<file path="src/rtl/memory_dump_streamer.sv">
// Streams a contiguous range of a registered-read memory port out over valid/ready.
module memory_dump_streamer #(
   parameter int unsigned DATA_WIDTH    = 16,
   parameter int unsigned ADDRESS_WIDTH = 11
) (
   input  logic                     clock,
   input  logic                     reset_n,
   input  logic                     start,
   input  logic [ADDRESS_WIDTH-1:0] base_addr,
   input  logic [ADDRESS_WIDTH:0]   length,
   input  logic                     abort,
   output logic                     busy,
   output logic                     done,
   output logic [ADDRESS_WIDTH-1:0] mem_addr,
   output logic                     mem_re,
   input  logic [DATA_WIDTH-1:0]    mem_rdata,
   output logic                     out_valid,
   output logic [DATA_WIDTH-1:0]    out_data,
   output logic                     out_last,
   input  logic                     out_ready
);

   localparam int unsigned LEN_W = ADDRESS_WIDTH + 1;

   typedef enum logic [0:0] {IDLE = 1'b0, RUN = 1'b1} state_t;

   state_t                   state_q, state_d;
   logic                     done_q, done_d;
   logic [ADDRESS_WIDTH-1:0] addr_q;
   logic [ADDRESS_WIDTH-1:0] mem_addr_q;
   logic [LEN_W-1:0]         to_issue_q;
   logic [LEN_W-1:0]         to_send_q;
   logic                     inflight_q;
   logic [DATA_WIDTH-1:0]    fifo0_q, fifo1_q;
   logic                     rd_ptr_q, wr_ptr_q;
   logic [1:0]               count_q;

   logic                     deq;
   logic                     issue;
   logic                     final_xfer;
   logic                     launch;
   logic [2:0]               occupancy;

   // Stream handshake, read-issue credit check and run launch
   always_comb begin
      deq        = (count_q != 2'd0) && out_ready;
      occupancy  = 3'(count_q) + 3'(inflight_q) - 3'(deq);
      issue      = (state_q == RUN) && (to_issue_q != '0) && (occupancy < 3'd2);
      final_xfer = deq && (to_send_q == LEN_W'(1));
      launch     = (state_q == IDLE) && start && (length != '0);
   end

   // Output mapping; mem_addr holds the last issued address between reads
   always_comb begin
      busy      = (state_q == RUN);
      done      = done_q;
      mem_re    = issue;
      mem_addr  = issue ? addr_q : mem_addr_q;
      out_valid = (count_q != 2'd0);
      out_data  = rd_ptr_q ? fifo1_q : fifo0_q;
      out_last  = out_valid && (to_send_q == LEN_W'(1));
   end

   // Next-state and done-pulse logic; abort beats a simultaneous final transfer
   always_comb begin
      state_d = state_q;
      done_d  = 1'b0;
      case (state_q)
         IDLE: begin
            if (start) begin
               if (length != '0) state_d = RUN;
               else              done_d  = 1'b1;
            end
         end
         RUN: begin
            if (abort) begin
               state_d = IDLE;
            end else if (final_xfer) begin
               state_d = IDLE;
               done_d  = 1'b1;
            end
         end
         default: state_d = IDLE;
      endcase
   end

   // State register
   always_ff @(posedge clock) begin
      if (!reset_n) begin
         state_q <= IDLE;
         done_q  <= 1'b0;
      end else begin
         state_q <= state_d;
         done_q  <= done_d;
      end
   end

   // Address/count bookkeeping and the 2-entry skid FIFO fed by the read port
   always_ff @(posedge clock) begin
      if (!reset_n) begin
         addr_q     <= '0;
         mem_addr_q <= '0;
         to_issue_q <= '0;
         to_send_q  <= '0;
         inflight_q <= 1'b0;
         fifo0_q    <= '0;
         fifo1_q    <= '0;
         rd_ptr_q   <= 1'b0;
         wr_ptr_q   <= 1'b0;
         count_q    <= 2'd0;
      end else begin
         if (launch) begin
            addr_q     <= base_addr;
            to_issue_q <= length;
            to_send_q  <= length;
         end
         if (issue) begin
            addr_q     <= addr_q + ADDRESS_WIDTH'(1);
            mem_addr_q <= addr_q;
            to_issue_q <= to_issue_q - LEN_W'(1);
         end
         if (deq) begin
            to_send_q <= to_send_q - LEN_W'(1);
            rd_ptr_q  <= ~rd_ptr_q;
         end
         if (inflight_q) begin
            if (wr_ptr_q) fifo1_q <= mem_rdata;
            else          fifo0_q <= mem_rdata;
            wr_ptr_q <= ~wr_ptr_q;
         end
         inflight_q <= issue;
         count_q    <= count_q + 2'(inflight_q) - 2'(deq);
         // Abort drops buffered and in-flight words
         if ((state_q == RUN) && abort) begin
            inflight_q <= 1'b0;
            count_q    <= 2'd0;
            rd_ptr_q   <= 1'b0;
            wr_ptr_q   <= 1'b0;
         end
      end
   end

endmodule

</file>
<file path="config.mk">
export PLATFORM = sky130hd
export DESIGN_NAME = memory_dump_streamer
export DESIGN_NICKNAME = d
export VERILOG_FILES = /design/src/rtl/memory_dump_streamer.sv
export SDC_FILE = /design/constraint.sdc
export NUM_CORES = 1
export LEC_CHECK = 0
export CAP_MARGIN = 0
export CORE_MARGIN = 2
export CORE_UTILIZATION = 56
export DETAILED_ROUTE_END_ITERATION = 8
export GPL_TIMING_DRIVEN = 1
export PLACE_DENSITY = 0.82
export SLEW_MARGIN = 0
export SYNTH_ARGS = -nofsm -noshare
export SYNTH_HDL_FRONTEND = slang
export SYNTH_SLANG_ARGS = --single-unit
</file>
<file path="constraint.sdc">
create_clock -name clock -period 9.3 [get_ports clock]
set_input_delay 1.86 -clock clock [delete_from_list [all_inputs] [get_ports clock]]
set_output_delay 1.86 -clock clock [all_outputs]
set_load 0.005 [all_outputs]
</file>
==> results of run 1 <==
cell usage after synthesis (6+ instances only):
master / n
a21oi_1: 60
mux2_2: 25
or3_1: 6
o21ai_0: 16
nand2b_1: 7
o211ai_1: 7
and2_1: 13
inv_1: 11
nor2_1: 18
a31oi_1: 8
dfxtp_1: 85
clkbuf_1: 23
nor3_1: 13
nand3_1: 13
nand2_1: 98
routing by layer:
layer,vias to the layer above,track usage [%],wire (um)
met5,-,0,0
met4,0,8.96,146
met3,15,3.51,546
met2,125,43.0,4960
met1,1828,32.9,4320
li1,1870,-,-
critical path: stages:
cell	delay, ps
clkdlybuf4s50_1	540
o21a_1	430
nand2_1	180
o21ai_0	130
ha_1	200
fa_1	430
nand2b_1	210
nor2_1	250
nand2_2	400
mux2_2	430
clkdlybuf4s50_1	450
layout by cell type, fill, tap and decap left out, types with 2 or more instances in the layout:
cell type | synthesis | layout
nor3_1 | 13 | 13
clkdlybuf4s50_1 | 0 | 75
xnor2_1 | 2 | 2
o311ai_0 | 5 | 5
o211ai_1 | 7 | 7
nor2_1 | 18 | 18
or4_1 | 4 | 4
a32oi_1 | 4 | 4
o21a_1 | 3 | 3
mux2_2 | 25 | 25
nand2_1 | 98 | 98
o31ai_1 | 2 | 2
and3_1 | 5 | 5
inv_2 | 2 | 2
o31a_1 | 2 | 2
nand2b_1 | 7 | 7
nor2b_1 | 3 | 3
and2_1 | 13 | 13
dfxtp_1 | 85 | 85
o21ai_0 | 16 | 16
ha_1 | 5 | 5
nand4_1 | 3 | 3
o21ai_2 | 2 | 2
a311oi_1 | 2 | 2
a2111oi_0 | 2 | 2
nor4_1 | 5 | 5
or3_1 | 6 | 6
inv_6 | 0 | 3
a31oi_1 | 8 | 8
clkinvlp_4 | 0 | 2
a21oi_1 | 60 | 60
a2bb2oi_1 | 4 | 4
o2bb2ai_1 | 2 | 2
a221oi_1 | 2 | 2
or2_2 | 4 | 4
nand3_1 | 13 | 13
inv_1 | 11 | 11
a211oi_1 | 3 | 3
clkbuf_8 | 0 | 9
per-stage QoR:
| step | setup slack, ps | instances |
|---|---|---|
| 2_1_floorplan | 3380 | 490 |
| 3_3_place_gp | 2100 | 637 |
| 3_5_place_dp | 1960 | 637 |
| 4_1_cts | 1940 | 653 |
| 5_1_grt | 1570 | 653 |
| 6_report | 1910 | 653 |
power by group through the flow:
| stage | combinational [mW] | sequential (mW) | clock (mW) |
|---|---|---|---|
| after global routing | 0.226 | 0.421 | 0.285 |
| after global placement | 0.198 | 0.423 | 0 |
| final | 0.205 | 0.417 | 0.266 |
| after detailed placement | 0.203 | 0.425 | 0 |
| after CTS | 0.204 | 0.416 | 0.270 |
| after floorplan | 0.146 | 0.415 | 0 |
registers in the layout, indices dropped and copies added (netlist names):
signal / flops
fifo0_q: 16
rd_ptr_q: 1
busy: 1
addr_q: 11
to_issue_q: 12
inflight_q: 1
count_q: 2
to_send_q: 12
wr_ptr_q: 1
mem_addr_q: 11
fifo1_q: 16
done: 1
logic make-up (layout without fill, tap and decap cells):
kind of cell / count (synthesis) / in the layout / share of synthesized area [%]
AOI/OAI and AO/OA: 132 / 132 / 20.6
buffers and inverters: 41 / 105 / 4.77
DFF: 85 / 85 / 41.9
xor gates and xnor gates: 2 / 2 / 0.431
adders and majority gates: 6 / 6 / 2.03
and+or+nand+nor: 198 / 198 / 23.2
muxes: 26 / 26 / 7.17
worst paths after layout:
check	startpoint	end	slack (ps)	depth (start not counted)
worst max register to register	count_q[1]	addr_q[6]	5760	10
worst min-delay path	fifo1_q[5]	fifo1_q[5]	460	2
worst min register to register	fifo1_q[5]	fifo1_q[5]	460	2
worst max-delay path	out_ready	mem_addr[0]	1910	11
area by class of cell:
cell class,count,share of cell area (%)
Tap cell,99,2.47
Timing Repair Buffer,76,15.1
Inverter,13,0.975
Clock buffer,9,2.47
Clock inverter,7,1.60
Sequential cell,85,34.0
Multi-Input combinational cell,364,43.3
==> metrics.csv, run 1 <==
stage,metric,value,unit
drt,DR WL/cell,15.3,um
timing,Tcrit/Tclk final,79.4,%
logic_synthesis,Syn Nets,540,
power,Reg power frac,47.0,%
logic_synthesis,leading area contributor after synthesis,dfxtp_1,
logic_synthesis,Avg Inst Size Synth,8.30,um^2
cells_and_area,layout cell share with drive strength beyond 1,9.93,%
timing,Slew HR,20.4,%
critical_path,Critical Path RT,7440,ps
power,Tot Pwr,0.888,mW
clocking,Skew-Pair Late Insertion Delay,350,ps
drt,detailed-route DRC error count,0,
power,Leak,1.77,nW
floorplan,Rows,31,
timing,"Hold Vio Cnt, Final",0,
logic_synthesis,number of synthesized register bits,85,
clocking,number of setup buffers added after CTS,0,
floorplan,I/O pins,76,
clocking,clock slew at reported path FFs,90,ps
placed_design,dpl hpwl,6940,um
cells_and_area,Multi-input gate area,2170,um^2
timing,fmax,135,MHz
global_route,initial antenna violation count,0,
logic_synthesis,"EDFF count, synth",0,
global_route,first-pass GRT wire length,15800,um
logic_synthesis,"Seq/Total Area, Yosys",41.9,%
clocking,CTS Root Buffer Type,clkbuf_8,
global_route,largest net degree at the start of global routing,65,
floorplan,Die Span X,89.2,um
placed_design,Port-buffer cells,75,
cells_and_area,fin nets,599,
clocking,CTS buffer count,9,
critical_path,WP data arrival,5530,ps
global_route,global route total overflow,0,
placed_design,placed cell area,4800,um^2
timing,TNS Setup,0,ps
placed_design,GPL Wtd Cong,0.920,
power,Int Pwr,0.615,mW
global_route,vias in the first global route,3459,
clocking,CTS tree,built,
floorplan,Die Ht,89.2,um
logic_synthesis,Cell variety after synth,55,
logic_synthesis,ys flop type,dfxtp_1,
outcome,outcome,"complete, no violations",
logic_synthesis,top post-synthesis cells by area,"dfxtp_1 (42%), nand2_1 (9.0%), a21oi_1 (7.4%)",
clocking,number of gates resized after cts,0,
power,clock share of power,30.0,%
power,switching pwr,0.273,mW
clocking,Clock Sinks,85,
timing,RSZ-0062 raised after global routing,no,
timing,Worst Skew,6.81,ps
cells_and_area,P&R area growth vs syn,23.1,%
global_route,Tot GR Track Use,25.3,%
drt,final WL,9970,um
critical_path,CP endpoint kind,output pin,
logic_synthesis,area share of the largest cell type after synthesis,41.9,%
critical_path,CP startpoint kind,input port,
logic_synthesis,cell count after synthesis,490,
flow_run,Max Cap Viol,0,
floorplan,Starting Density,57.0,%
power,Sw Share,30.7,%
timing,Hold Slack,456,ps
cells_and_area,"Design Area, Final",5010,um^2
drt,Initial DRC Count,306,
timing,Setup-failing EPs final,0,
timing,Final Slew Violations,0,
clocking,H-tree depth,3,
logic_synthesis,Yosys Warn Count,0,
critical_path,CP Max Fanout,30,
power,Power per Cell Area,177,nW/um^2
cells_and_area,filler cell count,589,
timing,slew at the pin with the worst max-slew slack,1190,ps
floorplan,die area,7960,um^2
drt,Final ANT Viol Nets,0,
timing,Final min period,7390,ps
drt,Vias,3838,
drt,DR pass1 iterations,5,
power,power share of the combinational group,23.1,%
cells_and_area,final antenna diode count,0,
drt,vias per std cell,5.88,
logic_synthesis,post-synthesis cell area,4070,um^2
cells_and_area,register area,1700,um^2
clocking,Clock Path Buffers,2,
cells_and_area,post-route core utilization,70.1,%
floorplan,core area,7140,um^2
power,worst-case vdd ir drop,0.103,mV
logic_synthesis,Synth async-reset ratio,0,%
clocking,cts hold-fix bufs,0,
critical_path,crit path kind,in2out,
worst_hold_path,Hold WC Path Type,reg2reg,
(Power assumes the default switching activity.)
==> run 2: changes to the inputs <==
--- a/config.mk
+++ b/config.mk
@@ -7,10 +7,10 @@
 export LEC_CHECK = 0
 export CAP_MARGIN = 0
 export CORE_MARGIN = 2
-export CORE_UTILIZATION = 56
+export CORE_UTILIZATION = 47
 export DETAILED_ROUTE_END_ITERATION = 8
 export GPL_TIMING_DRIVEN = 1
-export PLACE_DENSITY = 0.82
+export PLACE_DENSITY = 0.73
 export SLEW_MARGIN = 0
 export SYNTH_ARGS = -nofsm -noshare
 export SYNTH_HDL_FRONTEND = slang
==> constraint.sdc (replaced) <==
create_clock -name clock -period 6.66 [get_ports clock]
set_input_delay 1.332 -clock clock [delete_from_list [all_inputs] [get_ports clock]]
set_output_delay 1.332 -clock clock [all_outputs]
set_load 0.005 [all_outputs]
==> run 2 against run 1 <==
- clock skew about the same
- largest cell class unchanged
- final area is 0.45% higher
- critical endpoint is now mem_addr[8]
- non-clock buffer count grew 1
- cell count rose by 1.1%
- global-route usage down 4.0 points
- first-iteration DRC count is 4.6% lower
- critical path depth stayed put
- die area grew 18%
- combinational power rose by 40%
==> metrics.csv, run 2 (synthesized netlist as in run 1, its figures left out) <==
stage,metric,value,unit,change
worst_hold_path,hold path cells,2,,unchanged
power,worst-case vdd ir drop,0.122,mV,+18%
critical_path,CP startpoint kind,input port,,
timing,TNS Setup,0,ps,unchanged
critical_path,cells along the critical path,"clkdlybuf4s50_1, o21a_1, nand2_1, o21ai_0, ha_1, fa_1, nand2b_1, nor2_1, nand2_4, mux2_2, clkdlybuf4s50_1",,
placed_design,GPL Wtd Cong,0.817,,-11%
critical_path,CP max stage delay,530,ps,about the same
cells_and_area,layout cell share with drive strength beyond 1,10.1,%,+0.16 points
floorplan,Rows,33,,+6.5%
placed_design,DP Worst Slack,350,ps,-1610 ps
cells_and_area,register area,1700,um^2,unchanged
timing,Tcrit/Tclk final,92.7,%,
timing,fmax,162,MHz,
drt,detailed-route DRC error count,0,,unchanged
drt,Final ANT Viol Nets,0,,unchanged
timing,Worst Skew,7.07,ps,+0.266 ps
floorplan,I/O pins,76,,unchanged
critical_path,"Max stage delay cell, worst path",clkdlybuf4s50_1,,
critical_path,WP data arrival,4840,ps,-690 ps
global_route,Tot GR Track Use,21.2,%,-4.0 points
timing,"Hold Vio Cnt, Final",0,,unchanged
clocking,H-tree depth,3,,unchanged
timing,Setup-failing EPs final,0,,unchanged
power,switching pwr,0.388,mW,+42%
power,power share of the combinational group,23.1,%,about the same
clocking,CTS tree,built,,
power,Reg power frac,46.6,%,-0.4 points
global_route,global route total overflow,0,,unchanged
drt,Vias,3802,,-0.94%
cells_and_area,final antenna diode count,0,,unchanged
cells_and_area,most frequent cells in the layout,"nand2_1 (98), dfxtp_1 (85), clkdlybuf4s50_1 (75)",,
critical_path,Reg-to-Reg Start,count_q[1],,
timing,Final Slew Violations,0,,unchanged
critical_path,Reg2Reg Setup Slack,3270,ps,-2490 ps
timing,Slew HR,27.0,%,+6.7 points
power,clock share of power,30.3,%,+0.3 points
power,Sw Share,31.1,%,+0.35 points
critical_path,CP Max Fanout,30,,unchanged
power,Power per Cell Area,249,nW/um^2,+40%
critical_path,Critical Path RT,5330,ps,-2110 ps
clocking,Clock Path Buffers,2,,unchanged
clocking,number of setup buffers added after CTS,0,,unchanged
cells_and_area,filler cell count,767,,+30%
critical_path,CP endpoint kind,output pin,,
clocking,CTS buffer count,9,,unchanged
flow_run,Max Cap Viol,0,,unchanged
clocking,number of gates resized after cts,0,,unchanged
worst_hold_path,Hold Crit Endpoint,fifo1_q[9],,
worst_hold_path,Hold WC Path Type,reg2reg,,
cells_and_area,P&R area growth vs syn,23.7,%,
global_route,initial antenna violation count,0,,unchanged
timing,PnR worst setup slack,488,ps,-1420 ps
cells_and_area,post-route core utilization,60.6,%,-9.6 points
global_route,vias in the first global route,3538,,+2.3%
drt,DR WL/cell,15.4,um,+1.1%
timing,RSZ-0062 raised after global routing,no,,
placed_design,dpl hpwl,7030,um,+1.4%
cells_and_area,fin nets,600,,+0.17%
critical_path,Worst R2R Path Depth,10,,unchanged
floorplan,Starting Density,49.0,%,-8.0 points
outcome,outcome,"complete, no violations",,
global_route,largest net degree at the start of global routing,65,,unchanged
cells_and_area,Multi-input gate area,2170,um^2,+0.23%
timing,slew at the pin with the worst max-slew slack,1090,ps,-97.5 ps
drt,DR pass1 iterations,5,,unchanged
placed_design,Port-buffer cells,75,,unchanged
clocking,clock slew at reported path FFs,90,ps,about the same
drt,final WL,10200,um,+2.2%
critical_path,"most used cell, CP",clkdlybuf4s50_1,,
floorplan,die area,9410,um^2,+18%
drt,vias per std cell,5.76,,-2.0%
clocking,CTS Root Buffer Type,clkbuf_8,,
floorplan,Die Ht,97,um,+8.7%
worst_hold_path,Min-Delay Startpoint,fifo1_q[9],,
timing,Final min period,6170,ps,
floorplan,Die Span X,97,um,+8.7%
critical_path,crit path kind,in2out,,
floorplan,core area,8300,um^2,+16%
power,Int Pwr,0.861,mW,+40%
clocking,Skew-Pair Late Insertion Delay,350,ps,about the same
cells_and_area,"most common cell after layout, fill and taps aside",nand2_1,,
clocking,cts hold-fix bufs,0,,unchanged
power,Leak,1.78,nW,+0.54%
critical_path,reg-to-reg endpoint,addr_q[6],,
drt,Initial DRC Count,292,,-4.6%
cells_and_area,biggest regs,"fifo0_q x16, fifo1_q x16",,
power,Tot Pwr,1.25,mW,+41%
global_route,first-pass GRT wire length,16700,um,+5.7%
clocking,Clock Sinks,85,,unchanged
## run 2: changes by cell type in the layout (fill, tap and decap cells not counted), sizes merged
cell and change:
buf +1
## run 2: critical path, delay by kind of cell
kind | cells | cell delay [ps]
fa+ha+maj | 2 | 630
simple gates | 4 | 980
buf+inv | 2 | 1030
compound gates | 2 | 530
mux | 1 | 320
## run 2: per-layer routing
layer	routed length (um)	track usage (%)	up-vias
met1	4550	27.6	1786
met2	4900	36.3	135
li1	-	-	1875
met4	83	4.88	0
met3	644	4.41	6
met5	0	0	-
## run 2: how the worst max path moves through the flow
stage	startpoint	to	cells after the start
6_report	out_ready	mem_addr[8]	11
5_1_grt	out_ready	mem_addr[2]	11
4_1_cts	out_ready	mem_addr[2]	11
3_5_place_dp	out_ready	mem_addr[2]	11
3_3_place_gp	out_ready	mem_addr[3]	11
2_1_floorplan	out_ready	mem_addr[9]	11
## run 2: layout make-up
| cell class | count | share of cell area [%] |
|---|---|---|
| clock buffer | 9 | 2.46 |
| clock inverter | 7 | 1.64 |
| inverter | 13 | 0.970 |
| multi-input combinational | 364 | 43.2 |
| sequential | 85 | 33.8 |
| tap | 105 | 2.61 |
| timing repair buffer | 77 | 15.2 |
## run 2: metrics by stage
step / cells / hold WS (ps) / instance area [um^2]
finish: 660 / 459 / 5030
global route: 660 / 481 / 5030
CTS: 660 / 460 / 5020
detailed placement: 644 / 447 / 4820
global placement: 644 / 438 / 4820
floorplan: 490 / 433 / 4070
## run 2: power by group through the flow
| stage | logic, mW | clock network, mW | registers (mW) |
|---|---|---|---|
| finish | 0.288 | 0.379 | 0.582 |
| global route | 0.318 | 0.410 | 0.589 |
| floorplan | 0.203 | 0 | 0.580 |
| detailed placement | 0.285 | 0 | 0.593 |
| global placement | 0.279 | 0 | 0.591 |
| CTS | 0.287 | 0.388 | 0.582 |
